==> config.mk <==
export PLATFORM = sky130hd
export DESIGN_NAME = matvec_sched_flat
export DESIGN_NICKNAME = d
export VERILOG_FILES = /design/src/rtl/matvec_sched_if.sv /design/src/rtl/matvec_sched.sv /design/src/flat_wrapper.sv
export SDC_FILE = /design/constraint.sdc
export NUM_CORES = 1
export LEC_CHECK = 0
export CAP_MARGIN = 20
export CORE_MARGIN = 2
export CORE_UTILIZATION = 44
export DETAILED_ROUTE_END_ITERATION = 7
export PLACE_DENSITY = 0.87
export SYNTH_ARGS = -nofsm -noshare
export SYNTH_HDL_FRONTEND = slang
export SYNTH_SLANG_ARGS = --single-unit
==> constraint.sdc <==
create_clock -name clk -period 3.6 [get_ports clk]
set_input_delay 0.72 -clock clk [delete_from_list [all_inputs] [get_ports clk]]
set_output_delay 0.72 -clock clk [all_outputs]
set_load 0.05 [all_outputs]
==> src/rtl/matvec_sched_if.sv <==
// matvec_sched_if: bundles every non-clock signal of matvec_sched.
//   Job control : start, rows, x_in (in); busy, done (out)
//   K stream    : k_valid, k_data (in); k_ready (out)
//   vec_mul side: mul_en, mul_k, mul_x (out); mul_y (in)
//   Y stream    : y_ready (in); y_valid, y_data, y_row, y_last (out)
// Directions above are as seen by the sequencer (modport slave); modport
// master is the surrounding environment's view.
interface matvec_sched_if #(
    parameter int C        = 8,
    parameter int W_X      = 8,
    parameter int W_K      = 8,
    parameter int MAX_ROWS = 256
) ();
    localparam int W_R   = $clog2(MAX_ROWS + 1);
    localparam int DEPTH = $clog2(C);
    localparam int W_Y   = W_X + W_K + DEPTH;

    logic                  start;
    logic [W_R-1:0]        rows;
    logic [C*W_X-1:0]      x_in;
    logic                  busy;
    logic                  done;
    logic                  k_valid;
    logic                  k_ready;
    logic [C*W_K-1:0]      k_data;
    logic                  mul_en;
    logic [C*W_K-1:0]      mul_k;
    logic [C*W_X-1:0]      mul_x;
    logic signed [W_Y-1:0] mul_y;
    logic                  y_valid;
    logic                  y_ready;
    logic signed [W_Y-1:0] y_data;
    logic [W_R-1:0]        y_row;
    logic                  y_last;

    modport slave (
        input  start, rows, x_in, k_valid, k_data, mul_y, y_ready,
        output busy, done, k_ready, mul_en, mul_k, mul_x,
               y_valid, y_data, y_row, y_last
    );

    modport master (
        output start, rows, x_in, k_valid, k_data, mul_y, y_ready,
        input  busy, done, k_ready, mul_en, mul_k, mul_x,
               y_valid, y_data, y_row, y_last
    );
endinterface

==> src/rtl/matvec_sched.sv <==
// matvec_sched: sequences y = K*x through an external vec_mul dot-product
// pipeline of LAT = clog2(C)+1 stages. x is latched at job start, one K row
// per cycle is forwarded to vec_mul, a local tag pipeline tracks which row is
// in flight, and results leave as an ordered, row-tagged valid/ready stream.
// Backpressure on the Y stream freezes vec_mul (mul_en), the tags and the
// K input together.
// Ports:
//   clk  - rising-edge clock
//   rst  - synchronous active-high reset
//   bus  - matvec_sched_if.slave (job control, K stream, vec_mul, Y stream)
module matvec_sched #(
    parameter int C        = 8,
    parameter int W_X      = 8,
    parameter int W_K      = 8,
    parameter int MAX_ROWS = 256
) (
    input  logic          clk,
    input  logic          rst,
    matvec_sched_if.slave bus
);
    localparam int W_R   = $clog2(MAX_ROWS + 1);
    localparam int DEPTH = $clog2(C);
    localparam int LAT   = DEPTH + 1;
    localparam int W_Y   = W_X + W_K + DEPTH;

    typedef enum logic [1:0] {S_IDLE, S_RUN, S_DRAIN} state_t;

    state_t                state_q, state_d;
    logic [W_R-1:0]        rows_q;
    logic [W_R-1:0]        issue_cnt_q, issue_cnt_d;
    logic [C*W_X-1:0]      x_q;
    logic                  done_q, done_d;
    logic                  load_job;

    logic [LAT-1:0]        tag_vld_q;
    logic [LAT-1:0]        tag_last_q;
    logic [W_R-1:0]        tag_row_q [LAT];

    logic                  y_valid_q;
    logic                  y_last_q;
    logic signed [W_Y-1:0] y_data_q;
    logic [W_R-1:0]        y_row_q;

    logic                  adv;
    logic                  mul_en;
    logic                  k_ready;
    logic                  k_hs;
    logic                  is_last_row;

    // Everything advances unless a result is sitting unaccepted.
    assign adv         = !(y_valid_q && !bus.y_ready);
    assign mul_en      = adv && (state_q != S_IDLE);
    assign k_ready     = (state_q == S_RUN) && adv && (issue_cnt_q < rows_q);
    assign k_hs        = bus.k_valid && k_ready;
    assign is_last_row = (issue_cnt_q == rows_q - W_R'(1));

    assign bus.busy    = (state_q != S_IDLE);
    assign bus.done    = done_q;
    assign bus.k_ready = k_ready;
    assign bus.mul_en  = mul_en;
    assign bus.mul_x   = x_q;
    // Zero on non-handshake cycles so bubbles never carry stale K data.
    assign bus.mul_k   = k_hs ? bus.k_data : '0;
    assign bus.y_valid = y_valid_q;
    assign bus.y_data  = y_data_q;
    assign bus.y_row   = y_row_q;
    assign bus.y_last  = y_last_q;

    always_comb begin
        state_d     = state_q;
        issue_cnt_d = issue_cnt_q;
        done_d      = 1'b0;
        load_job    = 1'b0;
        case (state_q)
            S_IDLE: begin
                if (bus.start) begin
                    if (bus.rows == '0) begin
                        done_d = 1'b1;
                    end else begin
                        load_job    = 1'b1;
                        issue_cnt_d = '0;
                        state_d     = S_RUN;
                    end
                end
            end
            S_RUN: begin
                if (k_hs) begin
                    issue_cnt_d = issue_cnt_q + W_R'(1);
                    if (is_last_row) begin
                        state_d = S_DRAIN;
                    end
                end
            end
            S_DRAIN: begin
                if (y_valid_q && bus.y_ready && y_last_q) begin
                    state_d = S_IDLE;
                    done_d  = 1'b1;
                end
            end
            default: state_d = S_IDLE;
        endcase
    end

    always_ff @(posedge clk) begin
        if (rst) begin
            state_q     <= S_IDLE;
            issue_cnt_q <= '0;
            rows_q      <= '0;
            done_q      <= 1'b0;
        end else begin
            state_q     <= state_d;
            issue_cnt_q <= issue_cnt_d;
            done_q      <= done_d;
            if (load_job) begin
                rows_q <= bus.rows;
            end
        end
    end

    always_ff @(posedge clk) begin
        if (load_job) begin
            x_q <= bus.x_in;
        end
    end

    // Tag pipeline: mirrors vec_mul's LAT stages, shifting only with mul_en.
    always_ff @(posedge clk) begin
        if (rst) begin
            tag_vld_q  <= '0;
            tag_last_q <= '0;
            for (int i = 0; i < LAT; i++) begin
                tag_row_q[i] <= '0;
            end
        end else if (mul_en) begin
            tag_vld_q    <= {tag_vld_q[LAT-2:0], k_hs};
            tag_last_q   <= {tag_last_q[LAT-2:0], k_hs && is_last_row};
            tag_row_q[0] <= issue_cnt_q;
            for (int i = 1; i < LAT; i++) begin
                tag_row_q[i] <= tag_row_q[i-1];
            end
        end
    end

    // Output register: aligned with the last tag stage and vec_mul's result.
    always_ff @(posedge clk) begin
        if (rst) begin
            y_valid_q <= 1'b0;
            y_last_q  <= 1'b0;
            y_data_q  <= '0;
            y_row_q   <= '0;
        end else if (mul_en) begin
            y_valid_q <= tag_vld_q[LAT-1];
            y_last_q  <= tag_last_q[LAT-1];
            y_data_q  <= bus.mul_y;
            y_row_q   <= tag_row_q[LAT-1];
        end
    end
endmodule

==> src/flat_wrapper.sv <==
// flat-port wrapper written by rule: the top's interface ports become plain ports
module matvec_sched_flat 
#(
    parameter int C        = 8,
    parameter int W_X      = 8,
    parameter int W_K      = 8,
    parameter int MAX_ROWS = 256
)
  (clk, rst, bus_start, bus_rows, bus_x_in, bus_k_valid, bus_k_data, bus_mul_y, bus_y_ready, bus_busy, bus_done, bus_k_ready, bus_mul_en, bus_mul_k, bus_mul_x, bus_y_valid, bus_y_data, bus_y_row, bus_y_last);
  matvec_sched_if #(.C(C), .W_X(W_X), .W_K(W_K), .MAX_ROWS(MAX_ROWS)) bus_i ();
  input  logic clk;
  input  logic rst;
  input wire logic [$bits(bus_i.start)-1:0] bus_start;
  input wire logic [$bits(bus_i.rows)-1:0] bus_rows;
  input wire logic [$bits(bus_i.x_in)-1:0] bus_x_in;
  input wire logic [$bits(bus_i.k_valid)-1:0] bus_k_valid;
  input wire logic [$bits(bus_i.k_data)-1:0] bus_k_data;
  input wire logic [$bits(bus_i.mul_y)-1:0] bus_mul_y;
  input wire logic [$bits(bus_i.y_ready)-1:0] bus_y_ready;
  output wire logic [$bits(bus_i.busy)-1:0] bus_busy;
  output wire logic [$bits(bus_i.done)-1:0] bus_done;
  output wire logic [$bits(bus_i.k_ready)-1:0] bus_k_ready;
  output wire logic [$bits(bus_i.mul_en)-1:0] bus_mul_en;
  output wire logic [$bits(bus_i.mul_k)-1:0] bus_mul_k;
  output wire logic [$bits(bus_i.mul_x)-1:0] bus_mul_x;
  output wire logic [$bits(bus_i.y_valid)-1:0] bus_y_valid;
  output wire logic [$bits(bus_i.y_data)-1:0] bus_y_data;
  output wire logic [$bits(bus_i.y_row)-1:0] bus_y_row;
  output wire logic [$bits(bus_i.y_last)-1:0] bus_y_last;
  assign bus_i.start = bus_start;
  assign bus_i.rows = bus_rows;
  assign bus_i.x_in = bus_x_in;
  assign bus_i.k_valid = bus_k_valid;
  assign bus_i.k_data = bus_k_data;
  assign bus_i.mul_y = bus_mul_y;
  assign bus_i.y_ready = bus_y_ready;
  assign bus_busy = bus_i.busy;
  assign bus_done = bus_i.done;
  assign bus_k_ready = bus_i.k_ready;
  assign bus_mul_en = bus_i.mul_en;
  assign bus_mul_k = bus_i.mul_k;
  assign bus_mul_x = bus_i.mul_x;
  assign bus_y_valid = bus_i.y_valid;
  assign bus_y_data = bus_i.y_data;
  assign bus_y_row = bus_i.y_row;
  assign bus_y_last = bus_i.y_last;
  matvec_sched #(.C(C), .W_X(W_X), .W_K(W_K), .MAX_ROWS(MAX_ROWS)) u_core (.clk(clk), .rst(rst), .bus(bus_i));
endmodule
==> run summary <==
Critical path peak fanout - 46
CTS buffer count - 17
Initial antenna violation count - 0
Max IR drop VDD - 0.000430 V
Post-Place Setup Slack - 403 ps
First-pass GRT wire length - 30.7 mm
Rows - 44
Drc violations - 0
Synthesized flop and latch total - 159
Status - completed
TritonCTS clock tree - yes
Setup Total Neg Slack - 0 ps
Final WS setup - 211 ps
Syn nets - 751
Syn Inst Count - 579
Layout cells sized above 1 - 0.131
Clk root buf - clkbuf_16
Synth Cell Area - 6510 sq um
Cell Area, Placed - 10600 sq um
Min Clock Period, post-route - 3390 ps
Starting Density - 0.450
Distinct cells, synth - 48
Avg WL per Cell - 18.5 um
Vias per cell - 5.17
Main flop type after synthesis - edfxtp_1
Final ANT Viol Nets - 0
Post CTS Setup Buffer Count - 0
DIE HEIGHT - 126 um
CP arrival - 2670 ps
Core area - 14500 sq um
Final instance area - 11200 sq um
Hold Vio Cnt, Final - 0
Rel. slew slack - 0.426
Hold Buf Count CTS - 0
Leak pwr - 4.40 nW
Vias - 5647
Initial DRC Count - 386
Die width - 126 um
Req. time, crit path - 2880 ps
Post-synth EDFFs - 100
Max-cap violations - 0
PortBufs - 322
Worst Max-Slew Pin Slew - 858 ps
Pwr/cell area - 437 nW/um^2
Largest net degree at the start of global routing - 75
Grt ovf - 0
Area grow syn2layout - 71.9%
Layout Skew - 8.23 ps
Async SR Flop Fraction - 0
Max-slew violations - 0
Vias in the first global route - 5829
Register area share after synthesis - 0.643
Critical path type - flip-flop to output pin
Clk slew on worst S/H paths - 60 ps
Warnings from Yosys - 0
Number of gates resized after cts - 0
Final net count - 1067
Clock sink count - 159
Hold crit path type - flip-flop to flip-flop
Max Clock Freq - 295 MHz
Crit start category - flip-flop
Total Power - 4.89 mW
Fillers - 826
Ports - 323
Maximum clock path buffer count - 2
Die ar. - 15800 sq um
H-tree Lvls - 4
RSZ-0062 raised after global routing - false
First-pass iteration count of the detailed router - 5
Syn Area/Cell - 11.2 sq um
Final worst path period share - 0.941
Routed WL - 20.2 mm
Ant diodes - 0
Worst-Skew Late Latency - 430 ps
Post-DP HPWL - 14.4 mm
GRT Total Usage - 0.251
Placer congestion estimate - 0.805
Final setup viols - 0
Worst setup EP type - output pin
layout by cell type, fill, tap and decap left out, drive strengths merged, types with 4 or more instances in the layout:
cell             n
o21ai            4
nand2           84
nand3           10
nor3             9
ha              11
a21oi           52
xnor2            5
buf             81
edfxtp         100
clkdlybuf4s50  255
clkinv           4
mux2i            6
and2            34
nor2            28
clkbuf          25
inv             18
nor4             5
nand4            6
dfxtp           59
or3              7
and3            66
routing by layer:
layer | routed length, um | vias to the layer above | track usage
li1 | - | 2681 | -
met1 | 7210 | 2615 | 0.268
met2 | 11000 | 305 | 0.469
met3 | 1480 | 46 | 0.0756
met4 | 562 | 0 | 0.0863
met5 | 0 | - | 0
state kept, by name (all words and copies together), names as in the netlist:
signal / cells
u_core.bus.y_data: 19
u_core.bus.y_row: 9
u_core.rows_q: 9
u_core.issue_cnt_q: 9
u_core.tag_vld_q: 4
u_core.tag_row_q: 36
u_core.bus.done: 1
u_core.bus.y_last: 1
u_core.state_q: 2
u_core.bus.y_valid: 1
u_core.bus.mul_x: 64
u_core.tag_last_q: 4
worst max-delay path: stages (launching register included):
cell and delay, ps:
dfxtp_1 450, inv_1 110, ha_1 320, and3_1 180, o21ai_0 220, a21o_1 200, buf_4 320, and3_1 280
buf_12 150
stage by stage:
| step | instances | util | hold slack, ps |
|---|---|---|---|
| finish | 1092 | 0.773 | 445 |
| global route | 1092 | 0.773 | 470 |
| CTS | 1091 | 0.772 | 445 |
| detailed placement | 1059 | 0.733 | 445 |
| global placement | 1059 | 0.733 | 436 |
| floorplan | 579 | - | 422 |
power breakdown:
part / total, mW / leakage (nW) / switching [mW] / internal (mW)
Sequential: 2.09 / 1.48 / 0.0385 / 2.05
Combinational: 1.06 / 2.63 / 0.612 / 0.446
Clock: 1.74 / 0.291 / 0.714 / 1.03
Total: 4.89 / 4.40 / 1.36 / 3.52
final cells by class:
class / count / area, sq um / area share
clock inverters: 7 / 45.0 / 0.00403
well taps: 184 / 230 / 0.0206
repair buffers: 336 / 4010 / 0.358
flip-flops and latches: 159 / 4180 / 0.374
multi-input cells: 366 / 2140 / 0.191
clock buffers: 25 / 531 / 0.0474
inverters: 15 / 56.3 / 0.00503
final timing paths:
| check | from | slack (ps) | end | cells after the start |
|---|---|---|---|---|
| setup / recovery | u_core.rows_q[3] | 210 | bus_mul_k[10] | 8 |
| hold / removal | u_core.tag_vld_q[1] | 440 | u_core.tag_vld_q[2] | 2 |
| setup reg to reg | u_core.rows_q[3] | 1220 | u_core.state_q[0] | 7 |
| hold reg to reg | u_core.tag_vld_q[1] | 440 | u_core.tag_vld_q[2] | 2 |
cell usage after synthesis (all sizes together) (7+ instances only):
cell type	instances	area, sq um
edfxtp	100	3000
nand2	84	315
and3	66	413
dfxtp	59	1180
a21oi	52	260
and2	34	213
clkbuf	28	105
nor2	28	105
inv	15	56.3
buf	11	51.3
ha	11	138
nand3	10	50.1
nor3	9	56.3
or3	7	48.8
logic make-up after synthesis:
group | after synthesis | synth area share
and+or+nand+nor | 267 | 0.216
DFF | 159 | 0.643
muxes | 7 | 0.0110
adders and majority gates | 11 | 0.0211
buffers and inverters | 54 | 0.0327
xor gates and xnor gates | 8 | 0.0108
AOI/OAI and AO/OA | 73 | 0.0656
Note: power is estimated with default switching activity, not from simulation.
